`src/rtl/alu_pkg.sv`:
```
// alu_pkg: funct3 encodings and FSM state encoding for alu_pipe
package alu_pkg;
  localparam logic [2:0] ALU_ADD = 3'd0;
  localparam logic [2:0] ALU_SLL = 3'd1;
  localparam logic [2:0] ALU_SLT = 3'd2;
  localparam logic [2:0] ALU_SLTU = 3'd3;
  localparam logic [2:0] ALU_XOR = 3'd4;
  localparam logic [2:0] ALU_SR = 3'd5;
  localparam logic [2:0] ALU_OR = 3'd6;
  localparam logic [2:0] ALU_AND = 3'd7;
  localparam logic [2:0] ALU_MUL = 3'd0;
  localparam logic [2:0] ALU_MULH = 3'd1;
  localparam logic [2:0] ALU_MULHSU = 3'd2;
  localparam logic [2:0] ALU_MULHU = 3'd3;
  localparam logic [2:0] ALU_DIV = 3'd4;
  localparam logic [2:0] ALU_DIVU = 3'd5;
  localparam logic [2:0] ALU_REM = 3'd6;
  localparam logic [2:0] ALU_REMU = 3'd7;
  typedef enum logic {ST_IDLE, ST_DIV} state_t;
endpackage

```
`src/rtl/alu_div_iter.sv`:
```
// alu_div_iter: radix-2 restoring divider, one quotient bit per cycle, signed via magnitudes
module alu_div_iter #(
  parameter int XLEN = 32
) (
  input logic clk,
  input logic rst,
  input logic start,
  input logic [XLEN-1:0] x,
  input logic [XLEN-1:0] y,
  input logic sgn,
  input logic want_rem,
  output logic done,
  output logic [XLEN-1:0] result
);
  localparam int CW = $clog2(XLEN);
  logic busy, neg_q, neg_r, rem_sel, sx, sy;
  logic [CW-1:0] cnt;
  logic [XLEN-1:0] rem, quo, dvs, rem_n, quo_n;
  logic [XLEN:0] diff;
  assign sx = sgn & x[XLEN-1];
  assign sy = sgn & y[XLEN-1];
  assign diff = {rem, quo[XLEN-1]} - {1'b0, dvs};
  assign rem_n = diff[XLEN] ? {rem[XLEN-2:0], quo[XLEN-1]} : diff[XLEN-1:0];
  assign quo_n = {quo[XLEN-2:0], ~diff[XLEN]};
  assign done = busy & (&cnt);
  assign result = rem_sel ? (neg_r ? -rem_n : rem_n) : (neg_q ? -quo_n : quo_n);
  always_ff @(posedge clk) begin
    if (rst) begin
      busy <= 1'b0;
      cnt <= '0;
      rem <= '0;
      quo <= '0;
      dvs <= '0;
      neg_q <= 1'b0;
      neg_r <= 1'b0;
      rem_sel <= 1'b0;
    end else if (start) begin
      busy <= 1'b1;
      cnt <= '0;
      rem <= '0;
      quo <= sx ? -x : x;
      dvs <= sy ? -y : y;
      neg_q <= sx ^ sy;
      neg_r <= sx;
      rem_sel <= want_rem;
    end else if (busy) begin
      rem <= rem_n;
      quo <= quo_n;
      cnt <= cnt + 1'b1;
      busy <= ~done;
    end
  end
endmodule

```
`src/rtl/alu_pipe.sv`:
```
// alu_pipe: handshaked integer ALU with registered output; ALU_MULDIV_EN adds MUL/DIV/REM
module alu_pipe #(
  parameter int XLEN = 32
) (
  input logic clk,
  input logic rst,
  input logic in_valid,
  output logic in_ready,
  input logic [2:0] funct,
  input logic alt,
  input logic muldiv,
  input logic [XLEN-1:0] x,
  input logic [XLEN-1:0] y,
  output logic out_valid,
  input logic out_ready,
  output logic [XLEN-1:0] out
);
  import alu_pkg::*;
  localparam int SHAMT_W = $clog2(XLEN);
  state_t state;
  logic acc, start, div_done;
  logic [XLEN-1:0] base, res, div_res;
  logic signed [XLEN-1:0] sra;
  logic [SHAMT_W-1:0] shamt;
  assign shamt = y[SHAMT_W-1:0];
  assign sra = $signed(x) >>> shamt;
  assign in_ready = ~rst & (state == ST_IDLE) & (~out_valid | out_ready);
  assign acc = in_valid & in_ready;
  always_comb begin
    base = x & y;
    case (funct)
      ALU_ADD: base = alt ? x - y : x + y;
      ALU_SLL: base = x << shamt;
      ALU_SLT: base = {{XLEN-1{1'b0}}, $signed(x) < $signed(y)};
      ALU_SLTU: base = {{XLEN-1{1'b0}}, x < y};
      ALU_XOR: base = x ^ y;
      ALU_SR: base = alt ? sra : x >> shamt;
      ALU_OR: base = x | y;
      default: base = x & y;
    endcase
  end
`ifdef ALU_MULDIV_EN
  logic xs, ys, dz, ovf;
  logic signed [XLEN:0] ma, mb;
  logic signed [2*XLEN+1:0] prod;
  logic [1:0] prod_unused;
  logic [XLEN-1:0] mres, sres;
  assign xs = (funct == ALU_MULH || funct == ALU_MULHSU) & x[XLEN-1];
  assign ys = (funct == ALU_MULH) & y[XLEN-1];
  assign ma = {xs, x};
  assign mb = {ys, y};
  assign prod = ma * mb;
  assign prod_unused = prod[2*XLEN+1:2*XLEN];
  assign mres = funct == ALU_MUL ? prod[XLEN-1:0] : prod[2*XLEN-1:XLEN];
  assign dz = y == '0;
  assign ovf = ~funct[0] & (x == {1'b1, {XLEN-1{1'b0}}}) & (&y);
  assign sres = dz ? (funct[1] ? x : '1) : (funct[1] ? '0 : x);
  assign start = acc & muldiv & funct[2] & ~dz & ~ovf;
  assign res = muldiv ? (funct[2] ? sres : mres) : base;
  alu_div_iter #(.XLEN(XLEN)) u_div (
    .clk(clk),
    .rst(rst),
    .start(start),
    .x(x),
    .y(y),
    .sgn(~funct[0]),
    .want_rem(funct[1]),
    .done(div_done),
    .result(div_res)
  );
`else
  logic muldiv_unused;
  assign muldiv_unused = muldiv;
  assign start = 1'b0;
  assign div_done = 1'b0;
  assign div_res = '0;
  assign res = base;
`endif
  always_ff @(posedge clk) begin
    if (rst) begin
      state <= ST_IDLE;
      out_valid <= 1'b0;
      out <= '0;
    end else begin
      if (div_done) begin
        out <= div_res;
        out_valid <= 1'b1;
      end else if (acc && !start) begin
        out <= res;
        out_valid <= 1'b1;
      end else if (out_ready) begin
        out_valid <= 1'b0;
      end
      state <= start ? ST_DIV : div_done ? ST_IDLE : state;
    end
  end
endmodule

```
`config.mk`:
```
export PLATFORM = sky130hd
export DESIGN_NAME = alu_pipe
export DESIGN_NICKNAME = d
export VERILOG_FILES = /design/src/rtl/alu_pkg.sv /design/src/rtl/alu_div_iter.sv /design/src/rtl/alu_pipe.sv
export SDC_FILE = /design/constraint.sdc
export NUM_CORES = 1
export LEC_CHECK = 0
export BUFFER_PORTS_ARGS = -buffer_cell sky130_fd_sc_hd__buf_2
export CAP_MARGIN = 20
export CORE_ASPECT_RATIO = 1.1
export CORE_UTILIZATION = 60
export CTS_CLUSTER_DIAMETER = 100
export CTS_CLUSTER_SIZE = 12
export DETAILED_ROUTE_END_ITERATION = 7
export PLACE_DENSITY = 0.93
export SYNTH_ARGS = -nofsm -noshare
export SYNTH_HDL_FRONTEND = slang
export SYNTH_HIERARCHICAL = 1
export SYNTH_SLANG_ARGS = --single-unit
```
`constraint.sdc`:
```
create_clock -name clk -period 7.2 [get_ports clk]
set_input_delay 1.08 -clock clk [delete_from_list [all_inputs] [get_ports clk]]
set_output_delay 1.08 -clock clk [all_outputs]
set_load 0.02 [all_outputs]
```
==> run_summary.xml <==
<?xml version="1.0" encoding="UTF-8"?>
<metrics>
  <group name="drt">
    <metric name="wl_per_cell" unit="µm">26.8</metric>
    <metric name="detail-route-antenna-nets" unit="">0</metric>
    <metric name="routed_wl" unit="µm">44600</metric>
    <metric name="drc_errors" unit="">12</metric>
    <metric name="dr.pass1.iters" unit="">8</metric>
    <metric name="vias" unit="">12400</metric>
    <metric name="routed_via_density" unit="">7.46</metric>
    <metric name="initial_drc_count" unit="">1858</metric>
  </group>
  <group name="hold_path">
    <metric name="hold_path_class" unit="">flip-flop to flip-flop</metric>
  </group>
  <group name="yosys">
    <metric name="ys_seq_area_frac" unit="">0.0669</metric>
    <metric name="ys_seq_elements" unit="">33</metric>
    <metric name="yosys.area.top_type" unit="">ha_1</metric>
    <metric name="mappedNetlistNets" unit="">1628</metric>
    <metric name="yosys.area_share.adder" unit="">0.135</metric>
    <metric name="netlist_top_cells_area" unit="">ha_1, a21oi_1, mux4_2, nor2_1, dfxtp_1</metric>
    <metric name="synth-warning-count" unit="">6</metric>
    <metric name="yosys.area.top_type_share" unit="">0.130</metric>
    <metric name="share_of_the_synthesized_netlist_area_taken_by_xor_and_xnor_gates" unit="">0.0231</metric>
    <metric name="post_synth_num_cell_types" unit="">73</metric>
    <metric name="synthSimpleGateAreaFrac" unit="">0.217</metric>
    <metric name="synth_edf_count" unit="">0</metric>
    <metric name="synthCells" unit="">1450</metric>
    <metric name="async_flop_share" unit="">0</metric>
    <metric name="synth_top_family_by_area" unit="">compound AO/OA/AOI/OAI gates</metric>
    <metric name="synthesis.area" unit="µm²">9880</metric>
    <metric name="yosys_most_used_dff" unit="">dfxtp_1</metric>
    <metric name="synthMuxAreaShare" unit="">0.145</metric>
    <metric name="syn_area_per_cell" unit="µm²">6.81</metric>
    <metric name="synth_compound_area_frac" unit="">0.329</metric>
  </group>
  <group name="timing">
    <metric name="rsz0062_at_grt" unit="">no</metric>
    <metric name="layout_min_cycle_time" unit="ns">4.93</metric>
    <metric name="period_share" unit="">0.685</metric>
    <metric name="setup_total_negative_slack" unit="ns">0</metric>
    <metric name="max_freq" unit="MHz">203</metric>
    <metric name="actual_slew_at_the_worst_max_slew_pin" unit="ns">1.11</metric>
    <metric name="timing.final.setup_violations" unit="">0</metric>
    <metric name="slew_viol_final" unit="">0</metric>
    <metric name="final_hold_viol_count" unit="">0</metric>
    <metric name="fin_worst_hold_slack" unit="ns">0.465</metric>
    <metric name="headroom_to_the_max_slew_limit" unit="">0.259</metric>
    <metric name="timing.clock.skew" unit="ns">0.00586</metric>
  </group>
  <group name="setup_path">
    <metric name="endpoint" unit="">out[21]$_SDFFE_PP0P_</metric>
    <metric name="setup.reg_to_reg.worst_slack" unit="ns">4.98</metric>
    <metric name="start_kind" unit="">primary input</metric>
    <metric name="cp_data_arrival_time" unit="ns">5.09</metric>
    <metric name="setup.worst_path.class" unit="">primary input to flip-flop</metric>
    <metric name="worstPathMaxFanout" unit="">64</metric>
    <metric name="cp_data_required_time" unit="ns">7.35</metric>
    <metric name="critical_path.reg2reg.startpoint" unit="">out_valid$_SDFFE_PP0P_</metric>
    <metric name="worst_reg_to_reg_path_cell_count" unit="">9</metric>
    <metric name="crit_path_start" unit="">y[2]</metric>
    <metric name="endpoint_class_of_the_critical_path" unit="">flip-flop</metric>
    <metric name="crit-reg2reg-capture" unit="">out[22]$_SDFFE_PP0P_</metric>
  </group>
  <group name="placed_design">
    <metric name="dp.cells" unit="">1656</metric>
    <metric name="port-buffer-count" unit="">105</metric>
    <metric name="hpwlAfterDp" unit="µm">33400</metric>
    <metric name="routabilityCongestion" unit="">1.03</metric>
    <metric name="post_dp_cell_area" unit="µm²">10300</metric>
  </group>
  <group name="die">
    <metric name="die_height" unit="µm">137</metric>
    <metric name="core_footprint" unit="µm²">15900</metric>
    <metric name="initial_utilization" unit="">0.621</metric>
    <metric name="floorplan.io_pins" unit="">107</metric>
    <metric name="placement_rows" unit="">48</metric>
    <metric name="die_width" unit="µm">124</metric>
    <metric name="fp.dieArea" unit="µm²">17000</metric>
  </group>
  <group name="global_routing">
    <metric name="grt.met3_usage" unit="">0.139</metric>
    <metric name="first_global_vias" unit="">11600</metric>
    <metric name="grt_util_all_layers" unit="">0.516</metric>
    <metric name="grt_overflow_total" unit="">0</metric>
    <metric name="number_of_antenna_violations_at_the_first_check_in_global_routing" unit="">1</metric>
    <metric name="grt_start_max_net_pins" unit="">76</metric>
    <metric name="grt.busiest_layer" unit="">met2</metric>
    <metric name="grt_use_met1" unit="">0.612</metric>
    <metric name="grt_first_pass_wirelength" unit="µm">67800</metric>
    <metric name="use_met2" unit="">0.804</metric>
  </group>
  <group name="cts">
    <metric name="clkTransAtPathRegs" unit="ns">0.06</metric>
    <metric name="cts.repair_timing.setup_buffer_count" unit="">0</metric>
    <metric name="number_of_hold_buffers_added_after_cts" unit="">0</metric>
    <metric name="cts-root-buf" unit="">clkbuf_16</metric>
    <metric name="tritoncts_clock_tree" unit="">done</metric>
    <metric name="insertion_delay" unit="ns">0.30</metric>
    <metric name="cts.sink_count" unit="">33</metric>
    <metric name="tritoncts.num_buffers" unit="">5</metric>
    <metric name="cts_max_level" unit="">2</metric>
    <metric name="postCtsResizedCells" unit="">0</metric>
    <metric name="max-clock-path-buffers" unit="">2</metric>
  </group>
  <group name="layout">
    <metric name="mostFrequentLayoutCell" unit="">nor2_1</metric>
    <metric name="final_net_count" unit="">1641</metric>
    <metric name="final_cells" unit="">1665</metric>
    <metric name="final_cell_area" unit="µm²">10400</metric>
    <metric name="fillerInstances" unit="">1483</metric>
    <metric name="drive_above_1_share" unit="">0.138</metric>
    <metric name="mostFrequentLayoutCells" unit="">nor2_1, a21oi_1, nand2_1, buf_2, ha_1</metric>
    <metric name="flow.area_growth_from_synthesis" unit="%">5.76</metric>
  </group>
  <group name="pwr">
    <metric name="powerDensity" unit="nW/µm²">121</metric>
    <metric name="power.static_leakage" unit="nW">4.47</metric>
    <metric name="vdd_ir_drop_max" unit="µV">90.9</metric>
  </group>
  <group name="flow_run">
    <metric name="max-cap-violations" unit="">0</metric>
  </group>
  <group name="outcome">
    <metric name="violations_in_the_final_reports" unit="">design-rule violations</metric>
    <metric name="outcome" unit="">finished, violations left</metric>
  </group>
</metrics>
[layer usage]
| layer | vias to the layer above | part of all wire |
|---|---|---|
| li1 | 5371 | - |
| met1 | 5608 | 0.35 |
| met2 | 1146 | 0.42 |
| met3 | 300 | 0.13 |
| met4 | 0 | 0.091 |
| met5 | - | 0 |
[layout make-up]
| cell class | count | area, µm² | share of cell area |
|---|---|---|---|
| antenna | 1 | 2.50 | 0.000240 |
| clock buffer | 6 | 129 | 0.0123 |
| clock inverter | 2 | 10.0 | 0.000958 |
| inverter | 97 | 364 | 0.0349 |
| multi-input combinational | 1205 | 8380 | 0.802 |
| sequential | 33 | 661 | 0.0632 |
| tap | 200 | 250 | 0.0240 |
| timing repair buffer | 121 | 648 | 0.0620 |
[cell families after synthesis]
logic type               after synthesis
adder cells (fa/ha/maj)              105
AO/OA/AOI/OAI                        505
XOR/XNOR                              26
flip-flops                            33
multiplexers                          98
buffers and inverters                212
AND/OR/NAND/NOR                      471
[critical path, stage by stage]
cell,delay (ns)
buf_2,0.10
buf_4,0.33
inv_1,0.19
buf_4,0.57
ha_1,0.32
nand2b_1,0.14
o211ai_1,0.30
a2111oi_2,0.72
nor4_1,0.16
o21ai_0,0.23
a2bb2oi_1,0.10
xnor2_1,0.18
a211oi_1,0.54
nor3_1,0.10
[cells in the mapped netlist, drive strengths merged, types with 15 or more instances]
cell type	n
a31oi	15
nand2	108
o221ai	15
o31ai	15
clkbuf	78
nor4	16
nor3	49
mux4	34
a21oi	170
mux2i	43
o211ai	28
nor2	183
inv	94
mux2	21
o21ai	98
nor2b	21
ha	103
dfxtp	33
nand3	35
xnor2	22
buf	37
a211oi	44
[through the flow]
step                setup slack (ns)  total power, mW  utilization
global route                    2.19             1.31        0.656
global placement                2.42            0.978        0.647
floorplan                       2.94            0.742            -
CTS                             2.56             1.21        0.656
detailed placement              2.26            0.990        0.647
finish                          2.27             1.26        0.656
[where the power goes]
part	internal (mW)	switching, mW
Sequential	0.196	0.0115
Clock	0.128	0.0976
Combinational	0.277	0.551
[worst min-delay path by stage]
| stage | to | slack (ns) | cells after the start | start |
|---|---|---|---|---|
| global placement | out[1]$_SDFFE_PP0P_ | 0.44 | 2 | out[1]$_SDFFE_PP0P_ |
| CTS | out[1]$_SDFFE_PP0P_ | 0.46 | 2 | out[1]$_SDFFE_PP0P_ |
| floorplan | out[4]$_SDFFE_PP0P_ | 0.53 | 2 | out[4]$_SDFFE_PP0P_ |
| detailed placement | out[1]$_SDFFE_PP0P_ | 0.45 | 2 | out[1]$_SDFFE_PP0P_ |
| global route | out[4]$_SDFFE_PP0P_ | 0.49 | 2 | out[4]$_SDFFE_PP0P_ |
| finish | out[1]$_SDFFE_PP0P_ | 0.47 | 2 | out[1]$_SDFFE_PP0P_ |
[state kept, by name, indices dropped and copies added (netlist names)]
signal,cells
out,32
out_valid,1
No activity file was read; power rests on OpenSTA's default activity.
